## src/rtl/mano_control_core_if.sv

```systemverilog
// Core-side bus for mano_control_core: run control, RAM port and architectural state.
interface mano_control_core_if #(
  parameter int unsigned ADDR_W = 4,
  parameter int unsigned DATA_W = ADDR_W + 4
);
  logic              run;
  logic [ADDR_W-1:0] mem_addr;
  logic [DATA_W-1:0] mem_rdata;
  logic [DATA_W-1:0] mem_wdata;
  logic              mem_we;
  logic [ADDR_W-1:0] pc;
  logic [DATA_W-1:0] ac;
  logic              e;
  logic [7:0]        sc_t;
  logic              instr_done;
  logic              halted;

  modport master (
    input  run, mem_rdata,
    output mem_addr, mem_wdata, mem_we, pc, ac, e, sc_t, instr_done, halted
  );

  modport slave (
    output run, mem_rdata,
    input  mem_addr, mem_wdata, mem_we, pc, ac, e, sc_t, instr_done, halted
  );
endinterface

```

## src/rtl/mano_control_core.sv

```systemverilog
// Mano basic-computer registers plus hard-wired control unit (T0..T6 sequencing).
// Define MANO_INDIRECT_EN to enable the T3 indirect address fetch for opcodes 0-6.
module mano_control_core #(
  parameter int unsigned ADDR_W = 4,
  parameter int unsigned DATA_W = ADDR_W + 4
) (
  input logic                 CLK,
  input logic                 RST,
  mano_control_core_if.master bus
);
  localparam int unsigned SUM_W = DATA_W + 1;
  localparam logic [2:0] OP_AND = 3'd0;
  localparam logic [2:0] OP_ADD = 3'd1;
  localparam logic [2:0] OP_LDA = 3'd2;
  localparam logic [2:0] OP_STA = 3'd3;
  localparam logic [2:0] OP_BUN = 3'd4;
  localparam logic [2:0] OP_BSA = 3'd5;
  localparam logic [2:0] OP_ISZ = 3'd6;
  localparam logic [2:0] OP_REG = 3'd7;

  // One-hot encoding so the state register is the sc_t timing output itself
  typedef enum logic [7:0] {
    T0 = 8'h01, T1 = 8'h02, T2 = 8'h04, T3 = 8'h08,
    T4 = 8'h10, T5 = 8'h20, T6 = 8'h40
  } state_t;

  state_t            state, state_nxt;
  logic [ADDR_W-1:0] pc, pc_nxt, ar, ar_nxt;
  logic [DATA_W-1:0] ir, ir_nxt, dr, dr_nxt, ac, ac_nxt, wdata, wdata_nxt;
  logic              e, e_nxt, ind, ind_nxt, halted, halted_nxt;
  logic              we, we_nxt, done, done_nxt;
  logic [2:0]        op;
  logic [ADDR_W-1:0] b;
  logic [DATA_W-1:0] rr_ac;
  logic              rr_e;

  assign op = ir[DATA_W-2:DATA_W-4];
  assign b  = ir[ADDR_W-1:0];

  // Next-state and registered-output decode; write strobe and done are set one cycle ahead
  always_comb begin
    state_nxt  = state;
    pc_nxt     = pc;
    ar_nxt     = ar;
    ir_nxt     = ir;
    dr_nxt     = dr;
    ac_nxt     = ac;
    e_nxt      = e;
    ind_nxt    = ind;
    halted_nxt = halted;
    we_nxt     = 1'b0;
    wdata_nxt  = '0;
    done_nxt   = 1'b0;
    rr_ac      = ac;
    rr_e       = e;

    // Register-reference micro-ops applied in order CLA, CMA, CIR, CIL
    if (b[ADDR_W-1]) rr_ac = '0;
    if (b[ADDR_W-2]) rr_ac = ~rr_ac;
    if (b[ADDR_W-3]) {rr_ac, rr_e} = {rr_e, rr_ac};
    if (b[ADDR_W-4]) {rr_e, rr_ac} = {rr_ac, rr_e};

    unique case (state)
      T0: begin
        if (bus.run && !halted) begin
          ar_nxt    = pc;
          state_nxt = T1;
        end
      end
      T1: begin
        ir_nxt    = bus.mem_rdata;
        pc_nxt    = pc + ADDR_W'(1);
        state_nxt = T2;
      end
      T2: begin
        ar_nxt    = ir[ADDR_W-1:0];
        ind_nxt   = ir[DATA_W-1];
        done_nxt  = (op == OP_REG);
        state_nxt = T3;
      end
      T3: begin
        if (op == OP_REG) begin
          if (ind) begin
            halted_nxt = 1'b1;
          end else begin
            ac_nxt = rr_ac;
            e_nxt  = rr_e;
          end
          state_nxt = T0;
        end else begin
`ifdef MANO_INDIRECT_EN
          if (ind) ar_nxt = bus.mem_rdata[ADDR_W-1:0];
`endif
          case (op)
            OP_STA: begin
              we_nxt    = 1'b1;
              wdata_nxt = ac;
              done_nxt  = 1'b1;
            end
            OP_BSA: begin
              we_nxt    = 1'b1;
              wdata_nxt = DATA_W'(pc);
            end
            OP_BUN:  done_nxt = 1'b1;
            default: ;
          endcase
          state_nxt = T4;
        end
      end
      T4: begin
        state_nxt = T5;
        case (op)
          OP_AND, OP_ADD, OP_LDA: begin
            dr_nxt   = bus.mem_rdata;
            done_nxt = 1'b1;
          end
          OP_ISZ: dr_nxt = bus.mem_rdata;
          OP_BSA: begin
            ar_nxt   = ar + ADDR_W'(1);
            done_nxt = 1'b1;
          end
          OP_BUN: begin
            pc_nxt    = ar;
            state_nxt = T0;
          end
          default: state_nxt = T0;
        endcase
      end
      T5: begin
        state_nxt = T0;
        case (op)
          OP_AND: ac_nxt = ac & dr;
          OP_ADD: {e_nxt, ac_nxt} = SUM_W'(ac) + SUM_W'(dr);
          OP_LDA: ac_nxt = dr;
          OP_BSA: pc_nxt = ar;
          OP_ISZ: begin
            dr_nxt    = dr + DATA_W'(1);
            we_nxt    = 1'b1;
            wdata_nxt = dr + DATA_W'(1);
            done_nxt  = 1'b1;
            state_nxt = T6;
          end
          default: ;
        endcase
      end
      T6: begin
        if (dr == '0) pc_nxt = pc + ADDR_W'(1);
        state_nxt = T0;
      end
      default: state_nxt = T0;
    endcase
  end

  always_ff @(posedge CLK or posedge RST) begin
    if (RST) begin
      state  <= T0;
      pc     <= '0;
      ar     <= '0;
      ir     <= '0;
      dr     <= '0;
      ac     <= '0;
      e      <= 1'b0;
      ind    <= 1'b0;
      halted <= 1'b0;
      we     <= 1'b0;
      wdata  <= '0;
      done   <= 1'b0;
    end else begin
      state  <= state_nxt;
      pc     <= pc_nxt;
      ar     <= ar_nxt;
      ir     <= ir_nxt;
      dr     <= dr_nxt;
      ac     <= ac_nxt;
      e      <= e_nxt;
      ind    <= ind_nxt;
      halted <= halted_nxt;
      we     <= we_nxt;
      wdata  <= wdata_nxt;
      done   <= done_nxt;
    end
  end

  assign bus.mem_addr   = ar;
  assign bus.mem_wdata  = wdata;
  assign bus.mem_we     = we;
  assign bus.pc         = pc;
  assign bus.ac         = ac;
  assign bus.e          = e;
  assign bus.sc_t       = state;
  assign bus.instr_done = done;
  assign bus.halted     = halted;
endmodule

```

## src/flat_wrapper.sv

```systemverilog
// flat-port wrapper written by rule: the top's interface ports become plain ports
module mano_control_core_flat 
#(
  parameter int unsigned ADDR_W = 4,
  parameter int unsigned DATA_W = ADDR_W + 4
)
  (CLK, RST, bus_run, bus_mem_rdata, bus_mem_addr, bus_mem_wdata, bus_mem_we, bus_pc, bus_ac, bus_e, bus_sc_t, bus_instr_done, bus_halted);
  mano_control_core_if #(.ADDR_W(ADDR_W), .DATA_W(DATA_W)) bus_i ();
  input logic CLK;
  input logic RST;
  input wire logic [$bits(bus_i.run)-1:0] bus_run;
  input wire logic [$bits(bus_i.mem_rdata)-1:0] bus_mem_rdata;
  output wire logic [$bits(bus_i.mem_addr)-1:0] bus_mem_addr;
  output wire logic [$bits(bus_i.mem_wdata)-1:0] bus_mem_wdata;
  output wire logic [$bits(bus_i.mem_we)-1:0] bus_mem_we;
  output wire logic [$bits(bus_i.pc)-1:0] bus_pc;
  output wire logic [$bits(bus_i.ac)-1:0] bus_ac;
  output wire logic [$bits(bus_i.e)-1:0] bus_e;
  output wire logic [$bits(bus_i.sc_t)-1:0] bus_sc_t;
  output wire logic [$bits(bus_i.instr_done)-1:0] bus_instr_done;
  output wire logic [$bits(bus_i.halted)-1:0] bus_halted;
  assign bus_i.run = bus_run;
  assign bus_i.mem_rdata = bus_mem_rdata;
  assign bus_mem_addr = bus_i.mem_addr;
  assign bus_mem_wdata = bus_i.mem_wdata;
  assign bus_mem_we = bus_i.mem_we;
  assign bus_pc = bus_i.pc;
  assign bus_ac = bus_i.ac;
  assign bus_e = bus_i.e;
  assign bus_sc_t = bus_i.sc_t;
  assign bus_instr_done = bus_i.instr_done;
  assign bus_halted = bus_i.halted;
  mano_control_core #(.ADDR_W(ADDR_W), .DATA_W(DATA_W)) u_core (.CLK(CLK), .RST(RST), .bus(bus_i));
endmodule
```

## config.mk

```make
export PLATFORM = sky130hd
export DESIGN_NAME = mano_control_core_flat
export DESIGN_NICKNAME = d
export VERILOG_FILES = /design/src/rtl/mano_control_core_if.sv /design/src/rtl/mano_control_core.sv /design/src/flat_wrapper.sv
export SDC_FILE = /design/constraint.sdc
export NUM_CORES = 1
export LEC_CHECK = 0
export CAP_MARGIN = 10
export CORE_ASPECT_RATIO = 0.7
export CORE_MARGIN = 5
export CORE_UTILIZATION = 40
export DETAILED_ROUTE_END_ITERATION = 16
export GPL_ROUTABILITY_DRIVEN = 0
export PLACE_DENSITY_LB_ADDON = 0.12
export SETUP_SLACK_MARGIN = 0.05
export SYNTH_ARGS = -nofsm -noshare
export SYNTH_HDL_FRONTEND = slang
export SYNTH_SLANG_ARGS = --single-unit
```

## constraint.sdc

```tcl
create_clock -name CLK -period 2.21 [get_ports CLK]
set_input_delay 0.3315 -clock CLK [delete_from_list [all_inputs] [get_ports CLK]]
set_output_delay 0.3315 -clock CLK [all_outputs]
set_load 0.05 [all_outputs]
```

==> metrics.md <==
| Metric | Value |
|---|---|
| Worst Reg-to-Reg Cells | `4` |
| Final Hold Viols | `0` |
| Overall global routing resource usage | `0.218` |
| Max frequency | `470 MHz` |
| Pre-CTS WS | `-0.0513 ns` |
| Leakage power | `about 2.1 nW` |
| Antenna-violating nets left | `0` |
| Initial DRC Count | `319` |
| PD cells | `1300 nW/um^2` |
| Drc violations | `0` |
| Antenna diode count | `0` |
| Initial antenna violation count | `0` |
| Final WL | `12.8 mm` |
| Layout area overhead | `30.2%` |
| Bufs on Longest Clock Path | `2` |
| Max stage delay cell, worst path | `or4_4` |
| Post-synth EDFFs | `0` |
| Die ar. | `11600 um^2` |
| Aggregate global routing overflow | `0` |
| CP Data Arrival Time | `2.32 ns` |
| FF-to-FF End | `u_core.bus.ac[6]` |
| Post-Syn Area | `about 3800 um^2` |
| H-tree depth | `2` |
| Number of synthesized register bits | `52` |
| Final period utilization | `0.963` |
| Flop-to-flop setup slack | `0.08 ns` |
| Worst slew pin tran | `0.696 ns` |
| DIE HEIGHT | `91.4 um` |
| Final net count | `553` |
| Setup violations, final | `0` |
| Wire per inst | `19.5 um` |
| Critical path capture point type | `flop` |
| Top Ports | `47` |
| Share of cells above drive strength 1 | `0.175` |
| CTS Buf Count | `5` |
| Clock slew seen by the registers of the worst setup and hold paths | `roughly 0.07 ns` |
| Origin of the critical flop-to-flop path | `u_core.bus.sc_t[2]` |
| Yosys warnings | `0` |
| Worst hold margin | `0.353 ns` |
| Worst skew pair latency | `0.30 ns` |
| Syn_nets | `473` |
| Post-synth ARST share | `1.00` |
| Slew Limit Headroom | `0.536` |
| Slowest cell delay on critical path | `roughly 0.53 ns` |
| Worst Setup Path Type | `reg -> reg` |
| Crit path cell chain | `or4_4, or3_1, or4_1, o211a_1` |
| Vias in the first global route | `3543` |
| CP required | `~2.4 ns` |
| Core Footprint | `9140 um^2` |
| Buf/Inv on CP | `0` |
| Synth Instances | `roughly 450` |
| Largest net degree at the start of global routing | `24` |
| Vias per inst | `roughly 6.0` |
| Peak supply drop | `0.401 mV` |
| Fin worst setup slack | `0.0814 ns` |
| RSZ-0062 raised after global routing | `true` |
| Status | `complete, no violations` |
| Hpwl dp | `9.98 mm` |
| Clock sinks | `52` |
| Die width | `126 um` |
| Rows | `29` |
| IO buf count | `45` |
| Crit path max fanout | `8` |
| Netlist cell types | `68` |
| First-pass GRT wire length | `roughly 20 mm` |
| Synth Flop Type | `dfrtp_1` |
| Syn_area_per_cell | `8.44 um^2` |
| Worst hold path type | `in -> async` |
| Number of detailed-route iterations in the first pass | `5` |
| CTS tree | `yes` |
| CP startpoint kind | `flop` |
| Worst Skew | `approximately 0.0095 ns` |
| Root Driver | `clkbuf_16` |
| Delay-heaviest family, CP | `simple AND/OR/NAND/NOR gates` |
| Max-slew violations | `0` |
| Fill cell count | `841` |
| Routed via count | `3927` |
| Post-synthesis sequential area ratio | `0.344` |
| Initial Util | `0.414` |
| Max-cap violations | `0` |
| Tmin final | `2.13 ns` |
-- routing by layer --
metal	vias up	global-route usage	routed length, um
met4	0	0.0366	114
met1	1896	0.342	6090
li1	1810	-	-
met5	-	0	0
met2	210	0.304	5350
met3	11	0.0504	1220
-- worst register-to-register path, stage by stage, from the launching register on --
cell and delay [ns]:
dfrtp_2 0.40, or4_4 0.53, or3_1 0.46, or4_1 0.52, o211a_1 0.12
-- state kept, by name (all words and copies together) (netlist names) --
register and flops:
u_core.bus.sc_t 7, u_core.bus.ac 8, u_core.bus.mem_addr 4, u_core.bus.e 1
u_core.ir 8, u_core.bus.pc 4, u_core.bus.halted 1, u_core.bus.mem_wdata 8
u_core.ind 1, u_core.bus.mem_we 1, u_core.dr 8, u_core.bus.instr_done 1
-- synthesized netlist by cell type, types with 3 or more instances --
cell type | count | area share
nor2_1 | 32 | 0.032
o211ai_1 | 8 | 0.016
xor2_1 | 6 | 0.014
o221ai_1 | 5 | 0.012
dfrtp_1 | 51 | 0.34
o31ai_1 | 3 | 0.0059
or3_1 | 4 | 0.0066
inv_1 | 15 | 0.015
nor4_1 | 5 | 0.0083
a221oi_1 | 5 | 0.012
xnor2_1 | 12 | 0.028
a21oi_1 | 24 | 0.032
nor2b_1 | 9 | 0.015
nand4_1 | 4 | 0.0066
o2111ai_1 | 3 | 0.0069
nand3_1 | 9 | 0.012
a211oi_1 | 6 | 0.012
o22ai_1 | 8 | 0.013
o21a_1 | 3 | 0.0059
o21ai_0 | 33 | 0.044
mux2_2 | 4 | 0.012
nor3b_1 | 8 | 0.016
nor3_1 | 12 | 0.016
nand2b_1 | 14 | 0.023
nand2_1 | 50 | 0.050
mux2i_1 | 13 | 0.034
and2_1 | 3 | 0.0050
and3b_1 | 3 | 0.0069
ha_1 | 12 | 0.040
a21o_1 | 6 | 0.012
clkbuf_1 | 24 | 0.024
a22oi_1 | 5 | 0.0099
-- repair_timing --
| item | in CTS | in global routing |
|---|---|---|
| hold buffers | 0 | 0 |
| resized for setup | 5 | 12 |
| endpoints found under the setup margin | 2 | 20 |
| pin swaps | 5 | 4 |
| buffers inserted | 0 | 4 |
| cloned | 0 | 0 |
-- cells by family after synthesis --
| family | share of synthesized area |
|---|---|
| simple gates | 0.239 |
| other cells | 0.000989 |
| compound gates | 0.236 |
| flops | 0.344 |
| mux | 0.0462 |
| xor+xnor | 0.0416 |
| fa+ha+maj | 0.0449 |
| buf+inv | 0.0479 |
-- how the worst max path moves through the flow --
stage	cells after the start	slack, ns	startpoint	to
3_3_place_gp	7	-0.01	u_core.bus.ac[0]	u_core.bus.ac[6]
5_1_grt	6	-0.004	u_core.bus.sc_t[2]	u_core.bus.ac[6]
3_5_place_dp	7	-0.05	u_core.bus.ac[0]	u_core.bus.ac[6]
2_1_floorplan	6	-0.16	u_core.bus.sc_t[2]	u_core.bus.ac[6]
4_1_cts	6	0.05	u_core.bus.sc_t[2]	u_core.bus.ac[6]
6_report	4	0.08	u_core.bus.sc_t[2]	u_core.bus.ac[6]
-- cells in the final DEF (no fill, tap or decap), types with 5 or more instances in the layout --
| cell type | instances |
|---|---|
| dfrtp_1 | 47 |
| nor2_1 | 31 |
| clkdlybuf4s50_1 | 44 |
| nand3_1 | 8 |
| nand2_1 | 49 |
| a22oi_1 | 5 |
| o211ai_1 | 8 |
| nor3_1 | 11 |
| nand2b_1 | 14 |
| a211oi_1 | 5 |
| o21ai_0 | 29 |
| xnor2_1 | 12 |
| ha_1 | 11 |
| xor2_1 | 6 |
| o221ai_1 | 5 |
| nor3b_1 | 8 |
| a21o_1 | 6 |
| buf_4 | 53 |
| clkbuf_16 | 5 |
| mux2i_1 | 13 |
| inv_1 | 14 |
| nor4_1 | 5 |
| a21oi_1 | 23 |
| o22ai_1 | 8 |
| nor2b_1 | 9 |
-- area by class of cell --
cell class | instances | area, um^2 | share of cell area
Timing Repair Buffer | 101 | 902 | 0.183
Clock inverter | 2 | 16.3 | 0.00330
Sequential cell | 52 | 1310 | 0.265
Inverter | 15 | 56.3 | 0.0114
Multi-Input combinational cell | 354 | 2370 | 0.480
Tap cell | 124 | 155 | 0.0314
Clock buffer | 6 | 129 | 0.0261
-- per-stage QoR --
step	setup TNS [ns]	instance area, um^2	power (W)	instances	utilization
global placement	-0.0149	4700	0.00541	642	0.514
global route	-0.00422	4930	0.00680	654	0.540
floorplan	-0.276	3800	0.00411	449	-
detailed placement	-0.0513	4700	0.00547	642	0.514
finish	0	4930	0.00642	654	0.540
CTS	0	4860	0.00629	650	0.532
-- power breakdown --
| part | switching, W | internal (W) |
|---|---|---|
| logic | 0.00225 | 0.00159 |
| registers | 0.000554 | 0.00123 |
| clock network | 0.000372 | 0.000424 |
| total | 0.00317 | 0.00324 |
(Power assumes the default switching activity.)
==> RTL change 1 (same flow settings) <==
Add a define of `MANO_INDIRECT_EN`.
--- a/src/rtl/mano_control_core.sv
+++ b/src/rtl/mano_control_core.sv
@@ -1,5 +1,7 @@
 // Mano basic-computer registers plus hard-wired control unit (T0..T6 sequencing).
 // Define MANO_INDIRECT_EN to enable the T3 indirect address fetch for opcodes 0-6.
+`define MANO_INDIRECT_EN
+
 module mano_control_core #(
   parameter int unsigned ADDR_W = 4,
   parameter int unsigned DATA_W = ADDR_W + 4
Function: changed (Yosys sat finds a counterexample within 10 cycles, from zero or initial values and one cycle with RST high).
==> RTL change 1 against the unedited design <==
- largest cell class unchanged
- core utilization down 0.76 points
- worst setup slack barely moved
- clock power grew 18%
- non-clock buffer count grew 3
- total power up 3.0%
- clock skew fell by 0.0026 ns
- sequential cell count unchanged
- highest routed layer unchanged
- design area rose by 3.6%
- wire length fell by 0.58%
- hold slack got worse by 0.030 ns
- sequential share of layout area fell by 0.85 points
- synthesized area is 2.8% higher
- die area rose by 2.6%
==> RTL change 1: results (changes against the unedited design) <==
reg2regPathDepth: 4  # unchanged
wl_um: 12700  # was 12800 um
tightest_slew_ns: 0.516  # was 0.696 ns
final_nets: 568  # was 553
fin_skew_ns: 0.00693  # was 0.00950 ns
leakage_nw: 2.15  # was 2.11 nW
cp_max_fo: 7  # was 8
dp_hpwl_um: 9650  # was 9980 um
num_antenna_cells: 0  # unchanged
routedWlPerCell_um: 18.9  # was 19.5 um
peakVddDrop_mv: 0.541  # was 0.401 mV
numCtsBuffers: 5  # unchanged
dp.cells: 658  # was 642
grt_max_degree: 24  # unchanged
synthTopCellsByArea: "dfrtp_1 33%, o21ai_0 4.1%, nand2_1 3.9%"  # was dfrtp_1 34%, nand2_1 5.0%, o21ai_0 4.4%
h-tree-depth: 2  # unchanged
hp-class: "input port to asynchronous set/reset pin"  # unchanged
arrival_ns: 2.32  # about the same
synthArstFlopShare_pct: 100  # unchanged
status: "complete, no violations"  # unchanged
root_buffer: "clkbuf_16"  # unchanged
gr-usage-all-layers_pct: 21.7  # was 21.8%
avgSynthCellArea_sq_um: 8.42  # was 8.44 sq um
yosys-top-cells-count: "51 x dfrtp_1, 41 x nand2_1, 33 x nor2_1"  # was 51 x dfrtp_1, 50 x nand2_1, 33 x o21ai_0
antenna_found_initial: 0  # unchanged
viasPerCell: 5.85  # was 6.00
ant_nets: 0  # unchanged
path_clk_slew_ns: 0.07  # about the same
syn_nets: 487  # was 473
seq_area_frac_synth_pct: 33.4  # was 34.4%
switching_share_pct: 48.5  # was 49.5%
grt_first_pass_wirelength_um: 20400  # was 20100 um
grt_pass1_vias: 3635  # was 3543
clk-insertion-delay-late_ns: 0.30  # about the same
synthFlopType: "dfrtp_1"  # unchanged
yosysUniqueCellTypes: 73  # was 68
yosysWarnings: 0  # unchanged
fillers: 915  # was 841
drt-pass1-iter-count: 5  # unchanged
drt_iter0_drc: 397  # was 319
port_buffers: 45  # unchanged
drive_gt1_share_pct: 20.4  # was 17.5%
RTL change 1: changes by cell type after synthesis, sizes merged, moves of 4 or more:
cell,before,now
nand2,50,41
o22ai,8,12
o21ai,33,39
nor3b,8,3
buf,4,13
a21boi,1,5
clkbuf,24,18
xor2,6,10
nand3,9,21
RTL change 1: what timing repair did:
item / CTS / global route
setup endpoints to repair: 6 / 25
pin swaps: 3 / 2
cloned: 1 / 0
gates resized for setup: 4 / 13
setup buffers: 1 / 5
RTL change 1: critical path, stage by stage, from the launching register on:
cell and delay (ns):
dfrtp_2 0.44, or4_4 0.56, or4_4 0.59, o32a_1 0.33, o21a_1 0.10
RTL change 1: cell families after synthesis:
kind of cell	after synthesis	synth area share, %
AO/OA/AOI/OAI	142	24.8
flip-flops	52	33.4
XOR/XNOR	19	4.27
AND/OR/NAND/NOR	169	22.5
adder cells (fa/ha/maj)	13	4.37
multiplexers	18	4.78
buffers and inverters	49	5.71
other	1	0.0962
RTL change 1: per-layer routing:
metal	part of all wire (%)	routed length (um)	global-route usage [%]
met2	39	5010	28.4
met4	1.3	159	4.68
met5	0	0	0
met3	8.9	1140	5.88
met1	50	6400	34.6
RTL change 1: cell type report:
| class | instances | area, sq um | area share, % |
|---|---|---|---|
| multi-input combinational | 363 | 2470 | 48.4 |
| clock buffer | 6 | 139 | 2.72 |
| sequential | 52 | 1310 | 25.7 |
| tap | 128 | 160 | 3.13 |
| timing repair buffer | 104 | 917 | 17.9 |
| inverter | 18 | 70.1 | 1.37 |
| clock inverter | 2 | 38.8 | 0.759 |
RTL change 1: per-stage QoR:
stage	cell area, sq um	hold WS, ns	utilization [%]	setup slack [ns]	total power, mW
final	5110	0.323	53.2	0.0817	6.61
after global routing	5110	0.367	53.2	0.0391	7.05
after global placement	4810	0.459	50.1	-0.0339	5.58
after CTS	5030	0.342	52.3	0.0544	6.55
after detailed placement	4810	0.469	50.1	-0.0324	5.56
after floorplan	3970	0.437	-	-0.209	4.29
RTL change 1: power groups by stage:
stage                     Combinational [mW]  Sequential [mW]  Clock [mW]
after detailed placement                3.85             1.72           0
after CTS                               3.89             1.71       0.947
final                                   3.95             1.72       0.941
after global placement                  3.86             1.72           0
after floorplan                         2.33             1.96           0
after global routing                    4.29             1.77       0.984
RTL change 1: final timing paths:
kind	start	endpoint	slack [ns]
setup / recovery	u_core.bus.sc_t[1]	u_core.bus.ac[7]	0.08
hold / removal	RST	u_core.bus.pc[2]	0.32
setup reg to reg	u_core.bus.sc_t[1]	u_core.bus.ac[7]	0.08
hold reg to reg	u_core.ir[7]	u_core.ir[7]	0.48
max in group asynchronous	RST	u_core.bus.ac[0]	1.33
min in group CLK	u_core.ir[7]	u_core.ir[7]	0.48
==> RTL change 2 (same settings) <==
Made on the original files. `wdata` no longer has a reset.
--- a/src/rtl/mano_control_core.sv
+++ b/src/rtl/mano_control_core.sv
@@ -163,7 +163,6 @@
       ind    <= 1'b0;
       halted <= 1'b0;
       we     <= 1'b0;
-      wdata  <= '0;
       done   <= 1'b0;
     end else begin
       state  <= state_nxt;
@@ -176,9 +175,12 @@
       ind    <= ind_nxt;
       halted <= halted_nxt;
       we     <= we_nxt;
-      wdata  <= wdata_nxt;
       done   <= done_nxt;
     end
+  end
+
+  always_ff @(posedge CLK) begin
+    wdata <= wdata_nxt;
   end
 
   assign bus.mem_addr   = ar;
Formal check against the unedited RTL: differs if RST is asserted again (counterexample within 10 cycles, from zero or initial values and one cycle with RST high); with RST held inactive, the same outputs for 10 cycles.
==> RTL change 2 against the unedited design <==
- wire length decreased by 8.2%
- via count decreased by 7.8%
- highest routed layer unchanged
- critical path depth increased by 2
- design area decreased by 3.7%
- hold slack got worse by 0.0083 ns
- core utilization decreased by 1.4 points
- die area decreased by 2.1%
- sequential cell count unchanged
- total power decreased by 3.7%
- synthesized area decreased by 2.3%
- sequential share of layout area increased by 0.17 points
- worst setup slack got worse by 0.0021 ns
==> RTL change 2: results (changes against the unedited design) <==
status: "complete, no violations"  # unchanged
drive_gt1_share_pct: 17.5  # about the same
port_buffers: 45  # unchanged
yosysWarnings: 0  # unchanged
antenna_found_initial: 0  # unchanged
yosys-top-cells-count: "43 x dfrtp_1, 41 x nor2_1, 36 x nand2_1"  # was 51 x dfrtp_1, 50 x nand2_1, 33 x o21ai_0
dp_hpwl_um: 9070  # was 9980 um
grt_max_degree: 18  # was 24
wl_um: 11700  # was 12800 um
rr_startpoint: "u_core.bus.sc_t[1]"  # was u_core.bus.sc_t[2]
hold_ws_ns: 0.345  # was 0.353 ns
numCtsBuffers: 5  # unchanged
peakVddDrop_mv: 0.495  # was 0.401 mV
gr-usage-all-layers_pct: 20.6  # was 21.8%
cts_max_path_buffers: 2  # unchanged
viasPerCell: 5.83  # was 6.00
clk-insertion-delay-late_ns: 0.30  # about the same
leakage_nw: 1.96  # was 2.11 nW
synthArstFlopShare_pct: 84.6  # was 100%
vias: 3619  # was 3927
drt_iter0_drc: 298  # was 319
reg2regPathDepth: 6  # was 4
avgSynthCellArea_sq_um: 8.59  # was 8.44 sq um
dp_slack_ns: 0.0711  # was -0.0513 ns
yosysUniqueCellTypes: 72  # was 68
fillers: 838  # was 841
drt-pass1-iter-count: 7  # was 5
arrival_ns: 2.34  # was 2.32 ns
setup_ws_ns: 0.0793  # was 0.0814 ns
syn_nets: 455  # was 473
synthTopCellsByArea: "dfrtp_1 29%, dfxtp_1 4.3%, nor2_1 4.2%"  # was dfrtp_1 34%, nand2_1 5.0%, o21ai_0 4.4%
final_nets: 520  # was 553
critical_path.top_delay_family: "simple AND/OR/NAND/NOR gates"  # unchanged
fin_skew_ns: 0.0115  # was 0.00950 ns
seq_area_frac_synth_pct: 34.1  # was 34.4%
dp.cells: 611  # was 642
grt_first_pass_wirelength_um: 18900  # was 20100 um
hp-class: "input port to asynchronous set/reset pin"  # unchanged
placed_area_sq_mm: 0.00454  # was 0.00470 sq mm
crit_path_start: "u_core.bus.sc_t[1]"  # was u_core.bus.sc_t[2]
relSlewSlack_pct: 53.4  # was 53.6%
cp_max_fo: 5  # was 8
root_buffer: "clkbuf_16"  # unchanged
slowest_delay_ns: 0.57  # was 0.53 ns
grt_pass1_vias: 3412  # was 3543
## RTL change 2: cell types whose count changed in the layout (fill, tap and decap cells not counted), sizes merged, moves of 4 or more
| cell | before | now |
|---|---|---|
| buf | 56 | 42 |
| dfrtp | 51 | 43 |
| dfxtp | 0 | 8 |
| nand2 | 50 | 36 |
| nand2b | 14 | 8 |
| nor2 | 32 | 41 |
| nor3 | 13 | 9 |
| nor3b | 8 | 2 |
| nor4 | 5 | 0 |
| o221a | 1 | 5 |
| o221ai | 5 | 1 |
## RTL change 2: how the worst max path moves through the flow
stage | to | cells after the start
floorplan | u_core.bus.instr_done | 6
global placement | u_core.bus.pc[0] | 6
detailed placement | u_core.bus.pc[0] | 6
CTS | u_core.bus.pc[0] | 6
global route | u_core.dr[2] | 6
finish | u_core.bus.ac[6] | 6
## RTL change 2: worst register-to-register path, cell delays in order (launching register included)
cell     delay (ns)
dfrtp_2        0.40
or4_4          0.57
or3_1          0.40
o21ai_2        0.23
buf_4          0.20
nand3_1        0.11
o22ai_1        0.14
## RTL change 2: layout make-up
class	count	share of cell area [%]
multi-input combinational	335	49.3
timing repair buffer	87	16.3
clock inverter	2	0.369
clock buffer	6	2.92
sequential	52	26.7
inverter	15	1.18
tap	124	3.26
## RTL change 2: metrics by stage
stage	setup TNS (ns)	util, %	power, mW
after floorplan	-0.0542	-	4.13
after global placement	0	50.3	5.23
after detailed placement	0	50.3	5.25
after CTS	0	52.0	6.10
after global routing	0	52.6	6.59
final	0	52.6	6.18
## RTL change 2: cell families (layout without fill, tap and decap cells)
logic type	count (synthesis)	after routing	share of synthesized area (%)
DFF	52	52	34.1
buffers and inverters	44	110	5.17
AOI/OAI and AO/OA	133	133	24.8
xor gates and xnor gates	18	18	4.26
and+or+nand+nor	147	147	20.1
other	1	1	0.101
adders and majority gates	13	13	4.60
muxes	23	23	6.80
## RTL change 2: where the power goes
group,leakage (nW),total (mW),internal (mW),switching (mW)
clock network,0.0779,0.830,0.460,0.370
logic,1.28,3.59,1.54,2.05
registers,0.608,1.75,1.22,0.535
## RTL change 2: repair_timing
action                     in CTS  in global routing
buffers inserted                0                  2
setup endpoints to repair       0                 20
gates resized for setup         0                 10
## RTL change 2: per-layer routing
layer,wire [um],GRT usage (%)
met5,0,0
met4,58,2.26
met3,859,3.84
met2,4730,28.4
met1,6090,33.6
